**src/rtl/hangman_pkg.sv**
```systemverilog
// Shared definitions for the Hangman round controller and its consumers.
// - Game state encoding (also consumed by the status display).
// - key_w(): width of the keypad code bus, wide enough for letters 0..N_SYM-1
//   plus the start/restart code N_SYM.
package hangman_pkg;

    localparam logic [1:0] GS_START    = 2'd0;
    localparam logic [1:0] GS_INGAME   = 2'd1;
    localparam logic [1:0] GS_WINGAME  = 2'd2;
    localparam logic [1:0] GS_LOSTGAME = 2'd3;

    typedef enum logic [1:0] {
        START    = GS_START,
        INGAME   = GS_INGAME,
        WINGAME  = GS_WINGAME,
        LOSTGAME = GS_LOSTGAME
    } game_state_e;

    function automatic int key_w(input int n_sym);
        return $clog2(n_sym + 1);
    endfunction

endpackage

```
**src/rtl/hangman_sat_counter.sv**
```systemverilog
// Saturating up-counter used for the win and loss tallies.
// Ports:
//   clk    - system clock
//   reset  - synchronous, active-high; clears the count
//   inc    - increment request (ignored once the count is all-ones)
//   count  - current tally
module hangman_sat_counter #(
    parameter int W = 8
) (
    input  logic         clk,
    input  logic         reset,
    input  logic         inc,
    output logic [W-1:0] count
);

    logic [W-1:0] count_q;

    always_ff @(posedge clk) begin
        if (reset) begin
            count_q <= '0;
        end else if (inc && (count_q != '1)) begin
            count_q <= count_q + W'(1);
        end
    end

    assign count = count_q;

endmodule

```
**src/rtl/hangman_round_ctrl.sv**
```systemverilog
// Hangman round controller: sequences START -> INGAME -> WINGAME/LOSTGAME.
// The word's letter mask is latched on a start; keypad strobes then guess
// letters. Repeated guesses are flagged and cost nothing; a start code during
// a round aborts it (not tallied). All outputs are registered, latency 1.
// Ports:
//   clk, reset    - clock, synchronous active-high reset (wins over load)
//   load, load_x  - one-cycle key strobe and key code (START_CODE = start)
//   mask          - letters present in the word, sampled only on a start
//   guessed_mask  - correctly guessed letters
//   tried_mask    - every letter tried this round
//   game_state    - START/INGAME/WINGAME/LOSTGAME
//   wrong         - pulse: new miss
//   repeat_guess  - pulse: letter already tried
//   lives_left    - remaining lives
//   wins, losses  - saturating round tallies
module hangman_round_ctrl
    import hangman_pkg::*;
#(
    parameter int N_SYM      = 26,
    parameter int START_CODE = N_SYM,
    parameter int LIVES      = 5,
    parameter int LW         = $clog2(LIVES + 1),
    parameter int SCORE_W    = 8
) (
    input  logic                       clk,
    input  logic                       reset,
    input  logic                       load,
    input  logic [key_w(N_SYM)-1:0]    load_x,
    input  logic [N_SYM-1:0]           mask,
    output logic [N_SYM-1:0]           guessed_mask,
    output logic [N_SYM-1:0]           tried_mask,
    output logic [1:0]                 game_state,
    output logic                       wrong,
    output logic                       repeat_guess,
    output logic [LW-1:0]              lives_left,
    output logic [SCORE_W-1:0]         wins,
    output logic [SCORE_W-1:0]         losses
);

    localparam int KW = key_w(N_SYM);

    game_state_e      state_q;
    logic [N_SYM-1:0] word_q, guessed_q, tried_q;
    logic [LW-1:0]    lives_q;
    logic             wrong_q, rep_q;

    logic [N_SYM-1:0] x_oh;
    logic             in_range, is_start, is_tried, is_hit;
    logic             new_guess, win_ev, loss_ev;

    // One-hot of the key code; all-zero for non-letter codes.
    always_comb begin
        x_oh = '0;
        for (int i = 0; i < N_SYM; i++) begin
            x_oh[i] = (load_x == KW'(i));
        end
    end

    assign in_range  = (load_x < KW'(N_SYM));
    assign is_start  = (load_x == KW'(START_CODE));
    assign is_tried  = |(tried_q & x_oh);
    assign is_hit    = |(word_q & x_oh);
    assign new_guess = load && (state_q == INGAME) && in_range && !is_tried;
    // Win when this hit completes the latched word.
    assign win_ev    = new_guess && is_hit && ((guessed_q | x_oh) == word_q);
    // Loss when a miss lands on the last life.
    assign loss_ev   = new_guess && !is_hit && (lives_q == LW'(1));

    always_ff @(posedge clk) begin
        if (reset) begin
            state_q   <= START;
            word_q    <= '0;
            guessed_q <= '0;
            tried_q   <= '0;
            lives_q   <= LW'(LIVES);
            wrong_q   <= 1'b0;
            rep_q     <= 1'b0;
        end else begin
            wrong_q <= 1'b0;
            rep_q   <= 1'b0;
            if (load) begin
                if (state_q == INGAME && in_range) begin
                    if (is_tried) begin
                        rep_q <= 1'b1;
                    end else begin
                        tried_q <= tried_q | x_oh;
                        if (is_hit) begin
                            guessed_q <= guessed_q | x_oh;
                            if (win_ev) state_q <= WINGAME;
                        end else begin
                            wrong_q <= 1'b1;
                            lives_q <= lives_q - LW'(1);
                            if (loss_ev) state_q <= LOSTGAME;
                        end
                    end
                end else if (is_start) begin
                    if (mask != '0) begin
                        word_q    <= mask;
                        guessed_q <= '0;
                        tried_q   <= '0;
                        lives_q   <= LW'(LIVES);
                        state_q   <= INGAME;
                    end else if (state_q == INGAME) begin
                        // Abort with an empty word: drop back to idle,
                        // round status left as it was.
                        state_q <= START;
                    end
                end
            end
        end
    end

    hangman_sat_counter #(.W(SCORE_W)) u_wins (
        .clk  (clk),
        .reset(reset),
        .inc  (win_ev),
        .count(wins)
    );

    hangman_sat_counter #(.W(SCORE_W)) u_losses (
        .clk  (clk),
        .reset(reset),
        .inc  (loss_ev),
        .count(losses)
    );

    assign game_state   = state_q;
    assign guessed_mask = guessed_q;
    assign tried_mask   = tried_q;
    assign lives_left   = lives_q;
    assign wrong        = wrong_q;
    assign repeat_guess = rep_q;

endmodule
```
**config.mk**
```make
export PLATFORM = sky130hd
export DESIGN_NAME = hangman_round_ctrl
export DESIGN_NICKNAME = d
export VERILOG_FILES = /design/src/rtl/hangman_pkg.sv /design/src/rtl/hangman_sat_counter.sv /design/src/rtl/hangman_round_ctrl.sv
export SDC_FILE = /design/constraint.sdc
export NUM_CORES = 1
export LEC_CHECK = 0
export BUFFER_PORTS_ARGS = -buffer_cell sky130_fd_sc_hd__buf_4
export CAP_MARGIN = 0
export CORE_UTILIZATION = 36
export DETAILED_ROUTE_END_ITERATION = 10
export PLACE_DENSITY = 0.68
export SYNTH_ARGS = -nofsm -noshare
export SYNTH_HDL_FRONTEND = slang
export SYNTH_HIERARCHICAL = 1
export SYNTH_SLANG_ARGS = --single-unit
```
**constraint.sdc**
```tcl
create_clock -name clk -period 6.2 [get_ports clk]
set_clock_uncertainty 0.05 [all_clocks]
set_input_delay 0.62 -clock clk [delete_from_list [all_inputs] [get_ports clk]]
set_output_delay 0.62 -clock clk [all_outputs]
set_load 0.02 [all_outputs]
```
After elaboration in Yosys (flattened, before gate mapping)
Index checks and enable logic that the tools add are counted.

storage, ports and cells
  output and inout port bits = 75
  bits in registers = 101
  logic and storage cells = 103

cells by class
  reduce and logical (&&, ||, !) cells = 26
  order comparisons = 1
  muxes and demuxes = 22
  add/sub/neg operators = 3
  bitwise operators = 6
  equality and inequality tests = 36

operators by type and width
  cell                   number
  $mux W26               7
  $eq A5 B5 Y1 const B   11
  $and A26 B26 Y26       2
  $or A26 B26 Y26        2
  $reduce_or A26 Y1      2
  $eq A5 B4 Y1 const B   8
  $reduce_or A29 Y1      1
  $eq A26 B26 Y1         1
  $reduce_bool A26 Y1    1
  $eq A5 B3 Y1 const B   4
  $add A8 B1 Y8 const B  2
  $mux W2                8
  $ne A8 B8 Y1 const B   2
  $mux W3                5
  $eq A5 B2 Y1 const B   2
  $logic_and A1 B1 Y1    10
  $reduce_and A5 Y1      2
  $reduce_and A4 Y1      2
  $ne A2 B2 Y1 const B   3
  $ne A3 B2 Y1 const B   2
  $reduce_and A6 Y1      1
  $eq A5 B1 Y1 const B   1
  $logic_not A5 Y1       1
  $lt A5 B5 Y1 const B   1
  other kinds (9)        13

Logic depth before layout (Yosys ltp)
Gate-level depths: netlist of run 1.

  depth in word-level cells = 11
  mapped depth = 12
  mapped depth without buffers = 9

By module
The synthesis of run 1 kept the hierarchy.

modules (own cells, without submodules)
  module               seq. area each (µm²)  cells each  times used  area each (µm²)
  hangman_round_ctrl   1701.6                523         1           4267.8
  hangman_sat_counter  160.2                 46          2           430.4

Worst setup path before layout of run 1
OpenSTA, ideal clock, no wires.

  path kind = input port to flip-flop
  start point = in load_x[4]
  end point = reg u_wins.count_q[3] (netlist: u_wins/count[3])
  library setup time = 0.069 ns
  slack = 3.033 ns
  path buffers = 3
  arrival time = 3.048 ns
  stages = 12
  cell sequence = buf_2 buf_2 nor3_1 clkbuf_1 a21oi_1 xor2_1 nand4_1 nor4_1 and3_1 nand4_1 or3_2 o21ai_1

on the way
  word-level cells in the longest chain between the ends = 8
  elaborated cells between the ends (all ways) = 39

ends and longest elaborated chain
  element                               RTL line                   RTL
  from (decl)                           hangman_round_ctrl.sv:28   input logic [key_w(N_SYM)-1:0] load_x,
  $eq A5 B1 Y1 (tied with other cells)  hangman_round_ctrl.sv:55   x_oh[i] = (load_x == KW'(i));
  $and A26 B26 Y26                      hangman_round_ctrl.sv:61   assign is_tried = |(tried_q & x_oh);
  $reduce_or A26 Y1                     hangman_round_ctrl.sv:61
  $logic_not A1 Y1                      hangman_round_ctrl.sv:63   assign new_guess = load && (state_q == INGAME) && in_range && !is_tried;
  $logic_and A1 B1 Y1                   hangman_round_ctrl.sv:63
  $logic_and A1 B1 Y1                   hangman_round_ctrl.sv:65   assign win_ev = new_guess && is_hit && ((guessed_q | x_oh) == word_q);
  $logic_and A1 B1 Y1 (*)               hangman_round_ctrl.sv:65
  named net win_ev                      hangman_round_ctrl.sv:49   logic new_guess, win_ev, loss_ev;
  $logic_and A1 B1 Y1 (*)               hangman_sat_counter.sv:21  end else if (inc && (count_q != '1)) begin
  to (signal assigned)                  hangman_sat_counter.sv:22  count_q <= count_q + W'(1);
  to (decl)                             hangman_sat_counter.sv:16  logic [W-1:0] count_q;

Mark *: on every way through the listed nets, which the timed path passes. The rest lies on a longest branch.
A chain may end at the register's enable or synchronous reset.

Worst setup path after layout of run 1
  start point = in load_x[3]
  end point = reg u_wins.count_q[3] (netlist: u_wins/count[3])

The elaborated chain is that of the path after synthesis.

==> results of run 1 <==
## per-stage QoR
stage          setup slack, ps  instances  total power [mW]
3_5_place_dp              2249        862            0.7655
5_1_grt                   2320        878             1.361
2_1_floorplan             3033        615            0.7268
4_1_cts                   2605        878             1.318
3_3_place_gp              2376        862            0.7642
6_report                  2579        878             1.310
## kinds of logic after synthesis
family	synth area share (%)
and+or+nand+nor	25.30
DFF	39.42
muxes	3.489
xor gates and xnor gates	4.611
AOI/OAI and AO/OA	21.15
buffers and inverters	5.050
adders and majority gates	0.9759
## sequential cells by signal, summed over array words and instances (netlist names)
signal and cells:
u_wins/count 8, game_state 2, repeat_guess 1, guessed_mask 26
word_q 26, lives_left 3, wrong 1, u_losses/count 8
tried_mask 26
## layer usage
metal,global-route usage [%],vias up
met3,4.276,17
met5,0,-
met1,28.82,2393
met4,7.793,0
li1,-,2415
met2,33.95,190
## worst reg2reg max path, cell delays in order, from the launching register on
cell and delay (ps):
dfxtp_1 330, and4b_1 210, a311oi_1 260, a311oi_1 140, nor4_4 420, nor3b_4 240, buf_4 300, and3_1 400
nand4_1 190, or3_2 430, o21ai_1 90
## power groups by stage
stage | clock (mW) | combinational [mW] | sequential [mW]
2_1_floorplan | 0 | 0.0594 | 0.667
3_3_place_gp | 0 | 0.0966 | 0.668
3_5_place_dp | 0 | 0.0979 | 0.668
4_1_cts | 0.567 | 0.0982 | 0.653
5_1_grt | 0.602 | 0.107 | 0.652
6_report | 0.558 | 0.0996 | 0.653
## how the worst max path moves through the flow
stage / to / from / depth (start not counted)
after floorplan: u_wins/count[3]$_SDFFE_PP0P_ / load_x[4] / 12
after global placement: u_wins/count[3]$_SDFFE_PP0P_ / load_x[3] / 11
after detailed placement: u_wins/count[3]$_SDFFE_PP0P_ / load_x[3] / 11
after CTS: u_wins/count[3]$_SDFFE_PP0P_ / load_x[3] / 11
after global routing: u_wins/count[3]$_SDFFE_PP0P_ / load_x[3] / 11
final: u_wins/count[3]$_SDFFE_PP0P_ / load_x[3] / 11
## synthesized netlist by cell type (all sizes together) (5+ instances only)
cell,number,area share [%]
clkbuf,36,2.6
nand3b,6,0.88
mux2i,7,1.4
nand3,19,1.9
a32oi,28,4.8
nor2,66,4.8
nand4,16,2.0
a21boi,5,1.2
a211oi,5,0.73
nand2b,6,0.73
dfxtp,101,39
and3,7,1.0
nor3,10,0.98
nor4,11,1.6
buf,14,1.8
mux2,9,2.1
inv,9,0.66
a311oi,5,0.85
nor3b,5,1.0
nand2,74,5.4
xor2,26,4.4
a21oi,65,6.3
a31oi,29,3.5
## area by class of cell
type                    count  area [um^2]
inverters                   9        33.78
fillers                  1374         7574
repair buffers            117        878.3
well taps                 180        225.2
multi-input cells         455         2855
clock buffers              10        229.0
flip-flops and latches    101         2022
clock inverters             6        63.81
==> run_results.csv, run 1 <==
group,metric,value,unit
grt,grt_max_degree,76,
synthesis,synth_warnings,6,
timing,maxSlewHeadroom,17.84,%
setup_path,cpPeakStageDelay,760,ps
finish,mostFrequentLayoutCell,"buf_4",
grt,grt_overflow,0,
outcome,status,"complete, no violations",
pwr,power_frac_seq,49.8,%
detailed_routing,wl_per_cell,18.06,um
clocking,htree_levels,3,
setup_path,cp_cell_sequence,"buf_4, nor3b_2, nand3b_1, a32oi_1, nor4b_4, nor3b_4, buf_4, and3_1, nand4_1, or3_2, o21ai_1",
timing,worstMarginPinSlew,1232,ps
synthesis,yosys.cell_types.count,62,
timing,rsz0062_at_grt,"false",
timing,finalSetupViolCount,0,
finish,antenna_cells,0,
clocking,cts_tree,"yes",
floorplanning,die_x,121.4,um
placement,dp_hpwl,11480,um
timing,fmax,0.2762,GHz
setup_path,reg2reg_to,"u_wins/count[3]$_SDFFE_PP0P_",
setup_path,r2r_setup_slack,3070,ps
setup_path,worstPathMaxFanout,27,
detailed_routing,ant_nets,0,
clocking,clkTransAtPathRegs,70,ps
timing,setup_tns,0,ps
floorplanning,num_rows,43,
clocking,cts-hold-fix-buffers,0,
synthesis,seq_area_frac_synth,39.42,%
detailed_routing,vias,5015,
detailed_routing,drc,0,
setup_path,crit_path_end_kind,"register",
detailed_routing,wl_met1,7259,um
synthesis,synth-seq-cells,101,
detailed_routing,wl,15860,um
synthesis,synth_ff_type,"dfxtp_1",
job,cap_violations,0,
synthesis,async_reset_ff_share,0,%
setup_path,worstSetupPathType,"in2reg",
pwr,p_leak,2.413,nW
detailed_routing,wl_met3,980,um
synthesis,synthesis.area,5129,um^2
detailed_routing,highest_layer,"met4",
pwr,p_sw_share,23.91,%
setup_path,r2r_start,"tried_mask[22]$_SDFFE_PP0P_",
worst_hold_path,hold_path.startpoint,"game_state[1]$_SDFFE_PP0P_",
synthesis,synth-edff-count,0,
timing,period_minus_slack,3621,ps
finish,area_growth,22.98,%
finish,drive_gt1_share,22.35,%
pwr,powerDensity,207.7,nW/um^2
placement,gp_congestion,0.8794,
pwr,vdd_drop_max,0.1230,mV
timing,finalMaxSlewViolations,0,
floorplanning,core_area,13880,um^2
floorplanning,die_area,14730,um^2
worst_hold_path,hold_class,"reg2reg",
clocking,clockBufferDepth,2,
clocking,cts_sinks,101,
clocking,clock_latency,350,ps
timing,period_share,58.40,%
finish,nNetsFinal,731,
worst_hold_path,worst_hold_path.endpoint,"game_state[1]$_SDFFE_PP0P_",
floorplanning,initial_core_util,36.95,%
detailed_routing,first_pass_iters,5,
pwr,power.share.combinational,7.6,%
synthesis,synthCells,615,
timing,holdWs,449.8,ps
setup_path,cp_slowest_cell,"nor3b_2",
floorplanning,chipHeight,121.4,um
setup_path,crit_top_cell,"buf_4",
placement,io_buffers,108,
timing,hold_viol_final,0,
placement,dpl_cell_area,6015,um^2
grt,grt_pass1_wl,24450,um
finish,fin_area,6307,um^2
setup_path,critPathRequiredTime,6430,ps
worst_hold_path,min_path_cells,2,
finish,fin_util,45.44,%
synthesis,synth.net_count,653,
pwr,internal_power,0.9969,mW
setup_path,reg2reg_depth,10,
clocking,post_cts_buffers,0,
pwr,power_switching,0.3132,mW
grt,grt_pass1_vias,4616,
clocking,cts-root-buf,"clkbuf_16",
setup_path,worst_ep_arrival_time,3850,ps
pwr,p_clk_share,42.6,%
detailed_routing,viasPerCell,5.712,
clocking,ctsResizeCount,0,
synthesis,syn_avg_cell_area,8.339,um^2
grt,track_usage,21.50,%
setup_path,critPathLaunchType,"input port",
grt,antenna_found_initial,0,
finish,final_cell_mix,"buf_4, dfxtp_1, nand2_1, nor2_1, a21oi_1",
setup_path,worst-path-buf-inv,2,
clocking,cts-buffers-inserted,9,
setup_path,cp_top_family,"simple AND/OR/NAND/NOR gates",
detailed_routing,drtIter0Drc,438,
detailed_routing,dr_wl_met2,7402,um
floorplanning,io_pins,109,
(Power assumes the default switching activity.)
==> inputs of run 2 (changes only) <==
clock period = 3.6 ns   (was 6.2 ns; I/O delays follow)
==> run_results.csv, run 2 (synthesis gave the netlist of run 1 again) <==
group,metric,value,unit
outcome,status,"complete, no violations",
detailed_routing,drc,0,
grt,grt_pass1_vias,4557,
setup_path,cp_slowest_cell,"and3b_1",
pwr,powerDensity,373.4,nW/um^2
setup_path,r2r_setup_slack,750,ps
timing,maxSlewHeadroom,41.54,%
detailed_routing,first_pass_iters,5,
worst_hold_path,min_path_cells,3,
setup_path,critPathRequiredTime,3830,ps
floorplanning,num_rows,43,
clocking,cts-root-buf,"clkbuf_16",
grt,track_usage,21.73,%
finish,mostFrequentLayoutCell,"buf_4",
detailed_routing,vias,5037,
placement,gp_congestion,0.9294,
setup_path,worst_ep_arrival_time,3170,ps
detailed_routing,wl,15840,um
floorplanning,die_area,14730,um^2
setup_path,reg2reg_to,"u_losses/count[3]$_SDFFE_PP0P_",
detailed_routing,wl_per_cell,17.85,um
grt,grt_overflow,0,
pwr,vdd_drop_max,0.2646,mV
floorplanning,chipHeight,121.4,um
clocking,htree_levels,3,
floorplanning,die_x,121.4,um
finish,final_cell_mix,"buf_4, dfxtp_1, nand2_1, nor2_1, a21oi_1",
setup_path,cp_cell_sequence,"buf_4, and3b_1, nand3_1, a32oi_1, nor4b_4, nor3b_4, and3_1, nand4_1, or3_2, o21ai_1",
setup_path,critPathLaunchType,"input port",
detailed_routing,drtIter0Drc,400,
clocking,cts-hold-fix-buffers,0,
timing,setup_tns,0,ps
clocking,post_cts_buffers,0,
worst_hold_path,worst_hold_path.endpoint,"word_q[25]$_SDFFE_PP0P_",
setup_path,worstPathMaxFanout,27,
clocking,clock_latency,350,ps
finish,antenna_cells,0,
placement,place_ws,331.9,ps
job,cap_violations,0,
timing,hold_viol_final,0,
clocking,clockBufferDepth,2,
timing,period_minus_slack,2938,ps
clocking,cts-buffers-inserted,9,
floorplanning,io_pins,109,
grt,antenna_found_initial,0,
worst_hold_path,hold_class,"in2reg",
pwr,p_leak,2.484,nW
finish,drive_gt1_share,23.34,%
timing,finalSetupViolCount,0,
timing,worstMarginPinSlew,874.8,ps
grt,grt_pass1_wl,24590,um
finish,fin_cells,887,
finish,fin_util,46.27,%
floorplanning,core_area,13880,um^2
timing,worst_slack,661.6,ps
clocking,ctsResizeCount,0,
setup_path,reg2reg_depth,9,
finish,area_growth,25.23,%
finish,nNetsFinal,740,
setup_path,crit_path_end_kind,"register",
grt,grt_max_degree,76,
floorplanning,initial_core_util,36.95,%
placement,io_buffers,108,
detailed_routing,ant_nets,0,
setup_path,cpPeakStageDelay,630,ps
timing,rsz0062_at_grt,"false",
clocking,cts_tree,"yes",
placement,placed_cells,871,
setup_path,worstSetupPathType,"in2reg",
setup_path,r2r_start,"word_q[16]$_SDFFE_PP0P_",
timing,fmax,0.3403,GHz
clocking,cts_sinks,101,
clocking,clkTransAtPathRegs,70,ps
timing,period_share,81.62,%
detailed_routing,viasPerCell,5.679,
worst_hold_path,hold_path.startpoint,"mask[25]",
timing,finalMaxSlewViolations,0,
placement,dp_hpwl,11600,um
-- run 2: changes by cell type in the layout (fill, tap and decap cells not counted) --
cell	previous run	this run
buf_4	117	126
bufinv_16	1	3
clkinv_2	2	1
clkinvlp_4	2	1
-- run 2: area by class of cell --
cell class	count	area [um^2]
tap	180	225.2
inverter	9	33.78
multi-input combinational	455	2855
sequential	101	2022
clock buffer	10	229.0
fill	1361	7458
clock inverter	6	111.4
timing repair buffer	126	945.9
-- run 2: worst max-delay path by stage --
stage,startpoint,endpoint,slack [ps]
6_report,load_x[0],u_wins/count[3]$_SDFFE_PP0P_,660
5_1_grt,load_x[0],u_wins/count[3]$_SDFFE_PP0P_,480
4_1_cts,load_x[3],u_losses/count[3]$_SDFFE_PP0P_,710
3_5_place_dp,load_x[3],u_losses/count[3]$_SDFFE_PP0P_,330
3_3_place_gp,load_x[0],u_wins/count[3]$_SDFFE_PP0P_,440
2_1_floorplan,load_x[4],u_wins/count[3]$_SDFFE_PP0P_,690
-- run 2: worst max-delay path: cells and delay by family --
| family | cells | cell delay (ps) |
|---|---|---|
| simple gates | 7 | 2120 |
| compound gates | 2 | 420 |
| buf+inv | 1 | 250 |
-- run 2: stage by stage --
stage               hold slack (ps)  instance area [um^2]  power (mW)
finish                        214.4                  6422       2.398
global route                  211.2                  6422       2.478
detailed placement            443.0                  6082       1.325
floorplan                     382.1                  5129       1.252
global placement              430.5                  6082       1.320
CTS                           200.5                  6422       2.420
-- run 2: power breakdown --
group / internal [mW] / switching (mW) / total [mW]
Sequential: 1.12 / 0.00436 / 1.12
Clock: 0.679 / 0.417 / 1.10
Combinational: 0.0646 / 0.113 / 0.178
-- run 2: routing by layer --
layer,vias to the layer above,global-route usage [%],part of all wire (%)
met2,200,34.62,47
met4,0,6.404,1.6
met3,18,4.135,6.7
li1,2424,-,-
met5,-,0,0
met1,2395,29.56,45
==> inputs of run 3 (changes only) <==
PLACE_DENSITY = 0.7   (was 0.68)
clock period = 2.7 ns   (was 3.6 ns; I/O delays follow)
==> run_results.csv, run 3 (synthesis gave the netlist of run 1 again) <==
group,metric,value,unit
finish,mostFrequentLayoutCell,"buf_4",
clocking,clkTransAtPathRegs,60,ps
worst_hold_path,min_path_cells,3,
detailed_routing,vias,5224,
clocking,clock_latency,350,ps
detailed_routing,ant_nets,0,
timing,hold_viol_final,0,
timing,holdWs,123.2,ps
placement,gp_congestion,0.9772,
setup_path,critPathLaunchType,"input port",
floorplanning,die_x,121.4,um
clocking,cts-root-buf,"clkbuf_16",
setup_path,worst_ep_arrival_time,2800,ps
timing,maxSlewHeadroom,48.23,%
setup_path,worstPathMaxFanout,18,
job,cap_violations,0,
setup_path,worstSetupPathType,"in2reg",
placement,dp_hpwl,12010,um
clocking,cts_tree,"yes",
detailed_routing,wl_per_cell,17.09,um
timing,finalSetupViolCount,0,
setup_path,cpPeakStageDelay,470,ps
grt,grt_overflow,0,
setup_path,critPathRequiredTime,2890,ps
pwr,powerDensity,468.0,nW/um^2
pwr,p_clk_share,44.9,%
grt,antenna_found_initial,0,
timing,rsz0062_at_grt,"false",
pwr,power.share.combinational,9.3,%
placement,place_ws,-327.1,ps
finish,nNetsFinal,803,
clocking,cts-buffers-inserted,9,
worst_hold_path,hold_class,"in2reg",
timing,worst_slack,90.02,ps
floorplanning,core_area,13880,um^2
floorplanning,num_rows,43,
finish,area_growth,36.45,%
outcome,status,"complete, no violations",
finish,final_cell_mix,"buf_4, dfxtp_1, nand2_1, nor2_1, a21oi_1",
timing,fmax,0.3831,GHz
pwr,vdd_drop_max,0.2792,mV
finish,drive_gt1_share,30.39,%
finish,nFillCells,1363,
detailed_routing,viasPerCell,5.499,
grt,grt_pass1_vias,4799,
setup_path,cp_cell_sequence,"buf_6, buf_4, nand2b_1, buf_4, or4_1, nand4_1, nor4b_4, buf_4, nor3b_4, and3_4, buf_4, nand3_1, o311a_1",
grt,grt_pass1_wl,25250,um
pwr,p_leak,2.836,nW
floorplanning,io_pins,109,
clocking,htree_levels,3,
grt,grt_use_met3,4.276,%
pwr,power_switching,0.7128,mW
clocking,cts_sinks,101,
placement,io_buffers,108,
timing,period_share,96.67,%
setup_path,crit_path_end_kind,"register",
floorplanning,chipHeight,121.4,um
setup_path,cp_slowest_cell,"or4_1",
detailed_routing,drc,0,
pwr,power_frac_seq,45.8,%
floorplanning,die_area,14730,um^2
detailed_routing,wl,16240,um
setup_path,crit_top_cell,"buf_4",
grt,grt_busiest_layer,"met2",
detailed_routing,drtIter0Drc,445,
pwr,internal_power,2.562,mW
timing,worstMarginPinSlew,776.5,ps
timing,period_minus_slack,2610,ps
grt,grtUsageMet1,29.00,%
timing,finalMaxSlewViolations,0,
grt,grt_max_degree,76,
finish,antenna_cells,0,
grt,track_usage,22.21,%
pwr,p_sw_share,21.77,%
clocking,clockBufferDepth,2,
floorplanning,initial_core_util,36.95,%
detailed_routing,first_pass_iters,5,
finish,fin_cells,950,
setup_path,reg2reg_depth,9,
placement,placed_cells,929,
grt,use_met2,36.36,%
[run 3: path summary, 6_finish.rpt]
path                                    from                            to  slack [ps]
setup / recovery                   load_x[0]  u_wins/count[6]$_SDFFE_PP0P_          90
hold / removal                      mask[13]       word_q[13]$_SDFFE_PP0P_         120
setup reg to reg  tried_mask[0]$_SDFFE_PP0P_  u_wins/count[6]$_SDFFE_PP0P_         100
hold reg to reg       word_q[3]$_SDFFE_PP0P_        word_q[3]$_SDFFE_PP0P_         460
[run 3: stage by stage]
stage               power (mW)  instance area (um^2)  util, %  setup TNS, ps
global route             3.385                  6998    50.41              0
CTS                      3.294                  6935    49.96              0
finish                   3.275                  6998    50.41              0
detailed placement       1.827                  6584    47.43          -2517
global placement         1.826                  6584    47.43          -1713
floorplan                1.671                  5145        -              0
[run 3: critical path: cells and delay by family]
family          cells  cell delay (ps)
simple gates        7             1410
buf+inv             5              740
compound gates      1              360
[run 3: timing repair]
action,in CTS,in global routing
setup buffers,1,4
gates resized for setup,1,8
hold buffers,0,0
endpoints found under the setup margin,5,4
hold endpoints to repair,0,0
pin swaps,1,5
[run 3: routing by layer]
| layer | vias to the layer above | wire length [um] | part of all wire (%) |
|---|---|---|---|
| met4 | 0 | 302 | 1.9 |
| met2 | 171 | 7722 | 48 |
| met5 | - | 0 | 0 |
| met1 | 2474 | 7275 | 45 |
| li1 | 2557 | - | - |
| met3 | 22 | 939 | 5.8 |
[run 3: cell type report]
class | count | area [um^2] | area share (%)
multi-input cells | 455 | 2903 | 41.48
flip-flops and latches | 101 | 2022 | 28.89
repair buffers | 189 | 1473 | 21.04
clock buffers | 12 | 246.5 | 3.522
well taps | 180 | 225.2 | 3.218
clock inverters | 4 | 95.09 | 1.359
inverters | 9 | 33.78 | 0.4827
[run 3: power groups by stage]
stage,sequential [mW],clock [mW],combinational [mW]
3_3_place_gp,1.53,0,0.293
2_1_floorplan,1.53,0,0.138
4_1_cts,1.50,1.50,0.298
5_1_grt,1.50,1.56,0.326
3_5_place_dp,1.53,0,0.295
6_report,1.50,1.47,0.304
